===== config.mk =====
export PLATFORM = sky130hd
export DESIGN_NAME = pipe_hazard_ctrl
export DESIGN_NICKNAME = d
export VERILOG_FILES = /design/src/rtl/pipe_hazard_ctrl.sv
export SDC_FILE = /design/constraint.sdc
export NUM_CORES = 1
export LEC_CHECK = 0
export CAP_MARGIN = 20
export CORE_MARGIN = 2
export CORE_UTILIZATION = 35
export CTS_CLUSTER_DIAMETER = 100
export DETAILED_ROUTE_END_ITERATION = 10
export PLACE_DENSITY = 0.7
export SKIP_LAST_GASP = 1
export SYNTH_ARGS = -nofsm -noshare
export SYNTH_HDL_FRONTEND = slang
export SYNTH_SLANG_ARGS = --single-unit

===== constraint.sdc =====
create_clock -name clk -period 2.7 [get_ports clk]
set_input_delay 0.54 -clock clk [delete_from_list [all_inputs] [get_ports clk]]
set_output_delay 0.54 -clock clk [all_outputs]
set_load 0.01 [all_outputs]

===== src/rtl/pipe_hazard_ctrl.sv =====
// Pipeline hazard controller: memory-wait freeze with timeout, taken-branch flush,
// load-use stall, plus saturating stall/flush performance counters.
module pipe_hazard_ctrl #(
  parameter int unsigned TIMEOUT = 16
) (
  input  logic        clk,
  input  logic        rst,
  input  logic [4:0]  id_rs1,
  input  logic [4:0]  id_rs2,
  input  logic        id_rs1_used,
  input  logic        id_rs2_used,
  input  logic [4:0]  ex_rd,
  input  logic        ex_wb_en,
  input  logic        ex_read_en,
  input  logic        ex_brunch_taken,
  input  logic        mem_read_en,
  input  logic        mem_update_en,
  input  logic        dmem_ready,
  input  logic        cnt_clr,
  output logic        dmem_req,
  output logic        pc_hold,
  output logic        ifid_hold,
  output logic        idex_hold,
  output logic        exmem_hold,
  output logic        ifid_flush,
  output logic        idex_flush,
  output logic        memwb_bubble,
  output logic        mem_err,
  output logic [15:0] stall_cycles,
  output logic [15:0] flush_events
);

  typedef enum logic {RUN = 1'b0, MWAIT = 1'b1} state_t;

  localparam logic [4:0]  WCNT_LAST = 5'(TIMEOUT - 1);
  localparam logic [15:0] CNT_MAX   = 16'hFFFF;

  state_t      state_q, state_d;
  logic [4:0]  wcnt_q, wcnt_d;
  logic [15:0] stall_cycles_q, stall_cycles_d;
  logic [15:0] flush_events_q, flush_events_d;

  logic mem_op_s, in_wait_s, freeze_s, timeout_s, branch_s, load_use_s;
  logic rs1_hit_s, rs2_hit_s;

  // Hazard classification; ex_rd != 0 keeps x0 reads from ever stalling.
  always_comb begin
    mem_op_s   = mem_read_en | mem_update_en;
    in_wait_s  = (state_q == MWAIT);
    timeout_s  = in_wait_s & ~dmem_ready & (wcnt_q == WCNT_LAST);
    freeze_s   = (~in_wait_s & mem_op_s & ~dmem_ready) |
                 (in_wait_s & ~dmem_ready & (wcnt_q != WCNT_LAST));
    branch_s   = ~freeze_s & ~timeout_s & ex_brunch_taken;
    rs1_hit_s  = id_rs1_used & (id_rs1 == ex_rd);
    rs2_hit_s  = id_rs2_used & (id_rs2 == ex_rd);
    load_use_s = ~freeze_s & ~timeout_s & ~ex_brunch_taken & ex_read_en & ex_wb_en &
                 (ex_rd != 5'd0) & (rs1_hit_s | rs2_hit_s);
  end

  always_comb begin
    dmem_req     = 1'b0;
    pc_hold      = 1'b0;
    ifid_hold    = 1'b0;
    idex_hold    = 1'b0;
    exmem_hold   = 1'b0;
    ifid_flush   = 1'b0;
    idex_flush   = 1'b0;
    memwb_bubble = 1'b0;
    mem_err      = 1'b0;
    if (rst) begin
      dmem_req = 1'b0;
    end else begin
      dmem_req = in_wait_s ? 1'b1 : mem_op_s;
      if (timeout_s) begin
        memwb_bubble = 1'b1;
        mem_err      = 1'b1;
      end else if (freeze_s) begin
        pc_hold      = 1'b1;
        ifid_hold    = 1'b1;
        idex_hold    = 1'b1;
        exmem_hold   = 1'b1;
        memwb_bubble = 1'b1;
      end else if (branch_s) begin
        ifid_flush = 1'b1;
        idex_flush = 1'b1;
      end else if (load_use_s) begin
        pc_hold    = 1'b1;
        ifid_hold  = 1'b1;
        idex_flush = 1'b1;
      end else begin
        pc_hold = 1'b0;
      end
    end
  end

  // A timeout abandons the access, so MWAIT always returns to RUN on ready or timeout.
  always_comb begin
    state_d = state_q;
    wcnt_d  = wcnt_q;
    case (state_q)
      RUN: begin
        if (mem_op_s & ~dmem_ready) begin
          state_d = MWAIT;
          wcnt_d  = 5'd0;
        end else begin
          state_d = RUN;
        end
      end
      MWAIT: begin
        if (dmem_ready | timeout_s) begin
          state_d = RUN;
          wcnt_d  = 5'd0;
        end else begin
          wcnt_d = wcnt_q + 5'd1;
        end
      end
      default: begin
        state_d = RUN;
        wcnt_d  = 5'd0;
      end
    endcase
  end

  always_comb begin
    stall_cycles_d = stall_cycles_q;
    flush_events_d = flush_events_q;
    if (cnt_clr) begin
      stall_cycles_d = 16'd0;
      flush_events_d = 16'd0;
    end else begin
      if (pc_hold && (stall_cycles_q != CNT_MAX)) begin
        stall_cycles_d = stall_cycles_q + 16'd1;
      end else begin
        stall_cycles_d = stall_cycles_q;
      end
      if (ifid_flush && (flush_events_q != CNT_MAX)) begin
        flush_events_d = flush_events_q + 16'd1;
      end else begin
        flush_events_d = flush_events_q;
      end
    end
  end

  always_ff @(posedge clk) begin
    if (rst) begin
      state_q        <= RUN;
      wcnt_q         <= 5'd0;
      stall_cycles_q <= 16'd0;
      flush_events_q <= 16'd0;
    end else begin
      state_q        <= state_d;
      wcnt_q         <= wcnt_d;
      stall_cycles_q <= stall_cycles_d;
      flush_events_q <= flush_events_d;
    end
  end

  assign stall_cycles = stall_cycles_q;
  assign flush_events = flush_events_q;

endmodule


==> results of run 1 <==
registers in the layout, summed over array words and instances, names as in the netlist:
register and cells:
flush_events 16, in_wait_s 1, stall_cycles 16, wcnt_q 5
logic make-up after synthesis:
family                     count (synthesis)
and+or+nand+nor                          107
adders and majority gates                  4
muxes                                      3
buffers and inverters                     17
DFF                                       38
AOI/OAI and AO/OA                         40
xor gates and xnor gates                  28
what timing repair did:
item,4_1_cts,5_1_grt
hold buffers,0,0
setup endpoints to repair,3,11
resized for setup,11,14
endpoints found under the hold margin,0,0
buffers inserted,2,0
pin swaps,4,6
layout make-up:
class                   instances  area (µm²)  area share
clock inverters                 1        30.0      0.0102
inverters                       6        22.5     0.00762
repair buffers                 85         803       0.272
well taps                      72        90.1      0.0305
flip-flops and latches         38         761       0.257
multi-input cells             182        1170       0.395
clock buffers                   6        82.6      0.0279
layout by cell type, fill, tap and decap left out, types with 2 or more instances in the layout:
cell type and count:
clkbuf_8 6, buf_4 19, o21ai_0 9, and4_1 3, nand2_1 14, xnor2_1 4
clkdlybuf4s50_1 52, nand3_1 11, dlygate4sd2_1 5, dlymetal6s2s_1 6, and3_1 8, a211oi_1 2
a21oi_1 13, or2_2 2, xor2_1 24, and2_1 4, clkbuf_2 2, ha_1 4
or4_1 9, nand4_1 9, nor2_1 30, mux2i_1 3, nor3_1 5, dfxtp_1 38
o31ai_1 7, or3_1 6, inv_1 6
final timing paths:
check,start,to,slack (ns)
hold / removal,stall_cycles[13]$_SDFFE_PP0P_,stall_cycles[13]$_SDFFE_PP0P_,0.49
hold reg to reg,stall_cycles[13]$_SDFFE_PP0P_,stall_cycles[13]$_SDFFE_PP0P_,0.49
setup reg to reg,stall_cycles[0]$_SDFFE_PP0P_,stall_cycles[11]$_SDFFE_PP0P_,0.46
setup / recovery,ex_rd[2],ifid_hold,0.1
worst reg2reg max path: stages, from the launching register on:
cell and delay, ns:
dfxtp_1 0.38, ha_1 0.27, and3_1 0.21, a311o_1 0.37
a2bb2oi_2 0.14, buf_4 0.18, or4_1 0.48, a21oi_1 0.15
metrics by stage:
stage          utilization  hold slack [ns]
2_1_floorplan            -            0.471
3_3_place_gp         0.512            0.476
3_5_place_dp         0.512            0.488
4_1_cts              0.533            0.498
5_1_grt              0.537            0.522
6_report             0.537            0.493
per-layer routing:
metal / GRT usage / vias to the layer above
li1: - / 1014
met1: 0.197 / 894
met2: 0.264 / 63
met3: 0.0557 / 6
met4: 0.0414 / 0
met5: 0 / -
where the power goes:
part | internal, mW | total, mW | switching (mW)
registers | 0.565 | 0.570 | 0.00482
clock network | 0.296 | 0.491 | 0.196
logic | 0.0782 | 0.142 | 0.0639
==> run_results.csv, run 1 <==
group,metric,value,unit
synthesis,synth-main-ff-cell,"dfxtp_1",
floorplan,die_y,79.3,µm
setup_path,worstSetupStartpointType,"input port",
setup_path,worstRegToRegCells,7,
synthesis,synth_top_family_by_area,"simple AND/OR/NAND/NOR gates",
timing,final_period_minus_worst_setup_slack,2.60,ns
clock_network,cts_buffer_depth,2,
power_and_ir_drop,power_density,407,nW/µm²
finish,area_delta_synth_final,48.8,%
drt,ant_nets,0,
drt,top_layer,"met4",
power_and_ir_drop,p_leak,1.13,nW
drt,initialDrtViolationCount,68,
synthesis,seq_area_frac_synth,0.383,
timing,worstMarginPinSlew,0.383,ns
setup_path,crit_family,"simple AND/OR/NAND/NOR gates",
synthesis,syn_area,1990,µm²
drt,wl_met3,371,µm
synthesis,syn-num-nets,267,
global_routing,grt_overflow,0,
power_and_ir_drop,peakVddDrop,0.268,mV
timing,final-setup-viol-count,0,
setup_path,path_class,"in -> out",
clock_network,insertion_delay,0.29,ns
synthesis,yosys.area_share.simple,0.283,
floorplan,coreArea,5510,µm²
drt,wl_met1,2.30,mm
synthesis,yosysWarnings,0,
floorplan,start_util,0.361,
synthesis,ys_top_cells_by_count,"dfxtp_1, nor2_1, xor2_1, nand2_1, a21oi_1",
finish,num_antenna_cells,0,
synthesis,postSynthAreaPerCell,8.38,µm²
setup_path,slowest_delay,0.36,ns
hold_path,worstHoldPathCells,2,
synthesis,synth.distinct_cells,39,
place,dpl.cell_count,382,
setup_path,crit_slowest_cell,"nor4_1",
global_routing,grt_pass1_vias,1842,
run,maxCapViolCount,0,
synthesis,synth.most_common_cell,"dfxtp_1",
timing,final_max_slew_viol_count,0,
power_and_ir_drop,power,1.20,mW
synthesis,synthArstFlopShare,0,
timing,hold_viol,0,
finish,fin_area,2960,µm²
synthesis,muxShareOfSynthArea,0.0151,
setup_path,worstPathCellList,"dlygate4sd2_1, xor2_1, nor4_1, a32oi_2, nor3_1, or2_4, clkbuf_2",
drt,wire_per_inst,12.5,µm
clock_network,cts_sinks,38,
drt,vias_per_cell,5.07,
synthesis,synthAdderAreaFrac,0.0252,
global_routing,grt_usage,0.159,
floorplan,dieWidth,79.3,µm
drt,wl,4.89,mm
global_routing,grt_max_degree,32,
synthesis,synth.area.top_cells,"dfxtp_1, xor2_1, nor2_1",
timing,rsz0062_at_grt,"yes",
synthesis,ys_seq_elements,38,
place,routabilityCongestion,0.742,
setup_path,cp_max_fo,3,
global_routing,antenna_found_initial,0,
floorplan,die-area,6290,µm²
synthesis,synth_xor_area_frac,0.124,
finish,fill_cells,539,
place,dp_hpwl,3.64,mm
clock_network,cts-buffers-inserted,5,
global_routing,grt_pass1_wl,8.09,mm
synthesis,synth_top_area_frac,0.383,
floorplan,io_pins,67,
finish,layout-drive-gt1-share,0.116,
outcome,outcome,"finished clean",
place,pre_cts_slack,-0.430,ns
setup_path,crit_buf_inv,2,
timing,fin_crit_sh,0.965,
clock_network,clk_pin_slew,0.07,ns
drt,wl_met2,2.17,mm
finish,fin_cells,390,
setup_path,crit_required,2.16,ns
drt,dr.pass1.iters,4,
hold_path,hp-class,"reg -> reg",
timing,setup_tns,0,ns
drt,dr_total_vias,1977,
clock_network,cts_root_buf,"clkbuf_8",
timing,layout_setup_ws,0.0952,ns
clock_network,h-tree-depth,2,
setup_path,crit_cells,7,
synthesis,synth-compound-area-share,0.129,
finish,final_nets,348,
drt,drc,0,
timing,fin_worst_skew,0.00606,ns
synthesis,synth.largest_area_cell,"dfxtp_1",
place,placed_cell_area,2820,µm²
place,portBuffers,66,
synthesis,synthCells,237,
synthesis,synth_edf_count,0,
setup_path,cp.arrival,2.06,ns
setup_path,end_kind,"primary output",
clock_network,cts_tree,"yes",
timing,fmax,0.384,GHz
floorplan,placementRows,27,
timing,slew_headroom,0.742,
Note: power is estimated with default switching activity, not from simulation.
==> inputs of run 2 (changes only) <==
==> constraint.sdc (replaced) <==
create_clock -name clk -period 2.7 [get_ports clk]
set_input_delay 0.675 -clock clk [delete_from_list [all_inputs] [get_ports clk]]
set_output_delay 0.675 -clock clk [all_outputs]
set_load 0.01 [all_outputs]
==> run 2 against run 1 <==
  * Core utilization grew 0.48 points
  * Critical path type is now in -> reg
  * Clock power shrank 19%
  * Setup slack lost 0.063 ns
  * First-iteration DRC count grew 2.9%
  * Wire length grew 3.7%
  * Critical endpoint is now stall_cycles[9]$_SDFFE_PP0P_
  * Combinational power grew 6%
  * Final cell count grew 1.3%
  * Maximum frequency shrank 2.4%
  * Via count grew 1.9%
  * Sequential power is essentially flat
  * Non-clock buffer count grew 4
  * Clock-buffer cell count grew 1
==> run_results.csv, run 2 (synthesized netlist as in run 1, its figures left out) <==
group,metric,value,unit
timing,final-setup-viol-count,0,
clock_network,cts_sinks,38,
setup_path,cp.arrival,2.89,ns
global_routing,grt_pass1_wl,8.20,mm
setup_path,worstPathCellList,"clkdlybuf4s50_1, nand2_1, a211o_1, buf_4, a311o_1, a2bb2oi_4, or4_1, a21oi_1",
finish,area_delta_synth_final,50.2,%
timing,final_period_minus_worst_setup_slack,2.67,ns
setup_path,crit_slowest_cell,"or4_1",
power_and_ir_drop,peakVddDrop,0.266,mV
global_routing,grt_overflow,0,
clock_network,cts-buffers-inserted,5,
timing,fmax,0.375,GHz
timing,fin_crit_sh,0.988,
timing,rsz0062_at_grt,"yes",
timing,final_max_slew_viol_count,0,
setup_path,r2r_setup_slack,0.46,ns
drt,dr.pass1.iters,4,
clock_network,cts_buffer_depth,2,
power_and_ir_drop,p_leak,1.13,nW
power_and_ir_drop,power,1.12,mW
finish,layout_common_cells,"clkdlybuf4s50_1, dfxtp_1, nor2_1",
drt,wire_per_inst,12.8,µm
setup_path,path_class,"in -> reg",
floorplan,die_y,79.3,µm
place,portBuffers,66,
setup_path,regToRegEndpoint,"stall_cycles[4]$_SDFFE_PP0P_",
setup_path,cp_max_fo,30,
global_routing,grt_pass1_vias,1938,
floorplan,placementRows,27,
drt,vias_per_cell,5.10,
floorplan,start_util,0.361,
drt,drc,0,
power_and_ir_drop,power_density,375,nW/µm²
floorplan,coreArea,5510,µm²
outcome,outcome,"finished clean",
run,maxCapViolCount,0,
floorplan,dieWidth,79.3,µm
clock_network,insertion_delay,0.28,ns
place,dpl.cell_count,384,
clock_network,h-tree-depth,2,
setup_path,end_kind,"register",
drt,ant_nets,0,
timing,hold_viol,0,
timing,worstMarginPinSlew,0.652,ns
global_routing,antenna_found_initial,0,
clock_network,cts_tree,"yes",
hold_path,worstHoldPathCells,2,
drt,dr_total_vias,2014,
timing,slew_headroom,0.564,
global_routing,grt_max_degree,32,
floorplan,die-area,6290,µm²
setup_path,worstSetupStartpointType,"input port",
finish,mostFrequentLayoutCell,"clkdlybuf4s50_1",
global_routing,grt_usage,0.161,
clock_network,clk_pin_slew,0.07,ns
finish,layout-drive-gt1-share,0.167,
finish,final_nets,352,
finish,num_antenna_cells,0,
place,dp_hpwl,3.64,mm
clock_network,cts_root_buf,"clkbuf_8",
hold_path,hp-class,"reg -> reg",
finish,fin_cells,395,
setup_path,crit_required,2.92,ns
hold_path,min_to,"wcnt_q[4]$_SDFFE_PP0P_",
setup_path,worstRegToRegCells,9,
hold_path,worstHoldStart,"wcnt_q[4]$_SDFFE_PP0P_",
setup_path,timing.rr.start,"wcnt_q[0]$_SDFFE_PP0P_",
setup_path,slowest_delay,0.51,ns
floorplan,io_pins,67,
drt,initialDrtViolationCount,70,
timing,fin_worst_skew,0.00598,ns
drt,wl,5.07,mm
place,routabilityCongestion,0.733,
==> run 2: changes by cell type in the layout (fill, tap and decap cells not counted), moves of 2 or more <==
cell | before | now
clkdlybuf4s15_1 | 0 | 3
nor3_1 | 5 | 3
clkdlybuf4s50_1 | 52 | 40
dlymetal6s2s_1 | 6 | 2
buf_6 | 1 | 3
clkdlybuf4s15_2 | 0 | 2
buf_4 | 19 | 22
dlygate4sd2_1 | 5 | 11
buf_2 | 0 | 3
==> run 2: per-stage QoR <==
stage                     TNS [ns]  hold WS (ns)   util  worst slack, ns  instance area, µm²
after floorplan                  0         0.471      -            0.313                1990
after global placement       -9.41         0.476  0.515           -0.617                2830
after detailed placement    -10.71         0.491  0.515           -0.708                2830
after CTS                   -0.132         0.507  0.538           -0.132                2960
after global routing        -0.347         0.543  0.541          -0.0884                2980
final                            0         0.500  0.541           0.0318                2980
==> run 2: worst max-delay path by stage <==
stage                  startpoint                             to  slack [ns]
floorplan           mem_update_en                        pc_hold        0.31
global placement         ex_rd[2]                        pc_hold       -0.62
detailed placement       ex_rd[2]                      ifid_hold       -0.71
CTS                 mem_update_en                     ifid_flush       -0.13
global route          mem_read_en  stall_cycles[11]$_SDFFE_PP0P_       -0.09
finish                   ex_wb_en   stall_cycles[9]$_SDFFE_PP0P_        0.03
==> run 2: per-layer routing <==
metal | up-vias | routed length [µm] | track usage
li1 | 1018 | - | -
met4 | 0 | 40 | 0.0362
met3 | 5 | 329 | 0.0477
met1 | 930 | 2370 | 0.188
met5 | - | 0 | 0
met2 | 61 | 2340 | 0.288
==> run 2: worst max-delay path: cells and delay by family <==
family	cells	cell delay, ns
AND/OR/NAND/NOR	2	0.56
buffers and inverters	2	0.59
AO/OA/AOI/OAI	4	1.05
==> run 2: layout make-up <==
type / count / area, µm²
fill: 526 / 2520
timing repair buffer: 89 / 803
clock buffer: 7 / 86.3
multi-input combinational: 182 / 1210
sequential: 38 / 761
tap: 72 / 90.1
inverter: 6 / 22.5
clock inverter: 1 / 5.00
==> run 2: power by group <==
group          internal, mW  leakage, nW  switching, mW
clock                 0.206       0.0482          0.193
sequential            0.565        0.307        0.00398
combinational        0.0785        0.774         0.0715
==> run 2: repair_timing <==
| action | CTS | global route |
|---|---|---|
| pin swaps | 9 | 2 |
| setup buffers | 3 | 1 |
| hold buffers | 0 | 0 |
| endpoints found under the setup margin | 24 | 21 |
| resized for setup | 59 | 11 |
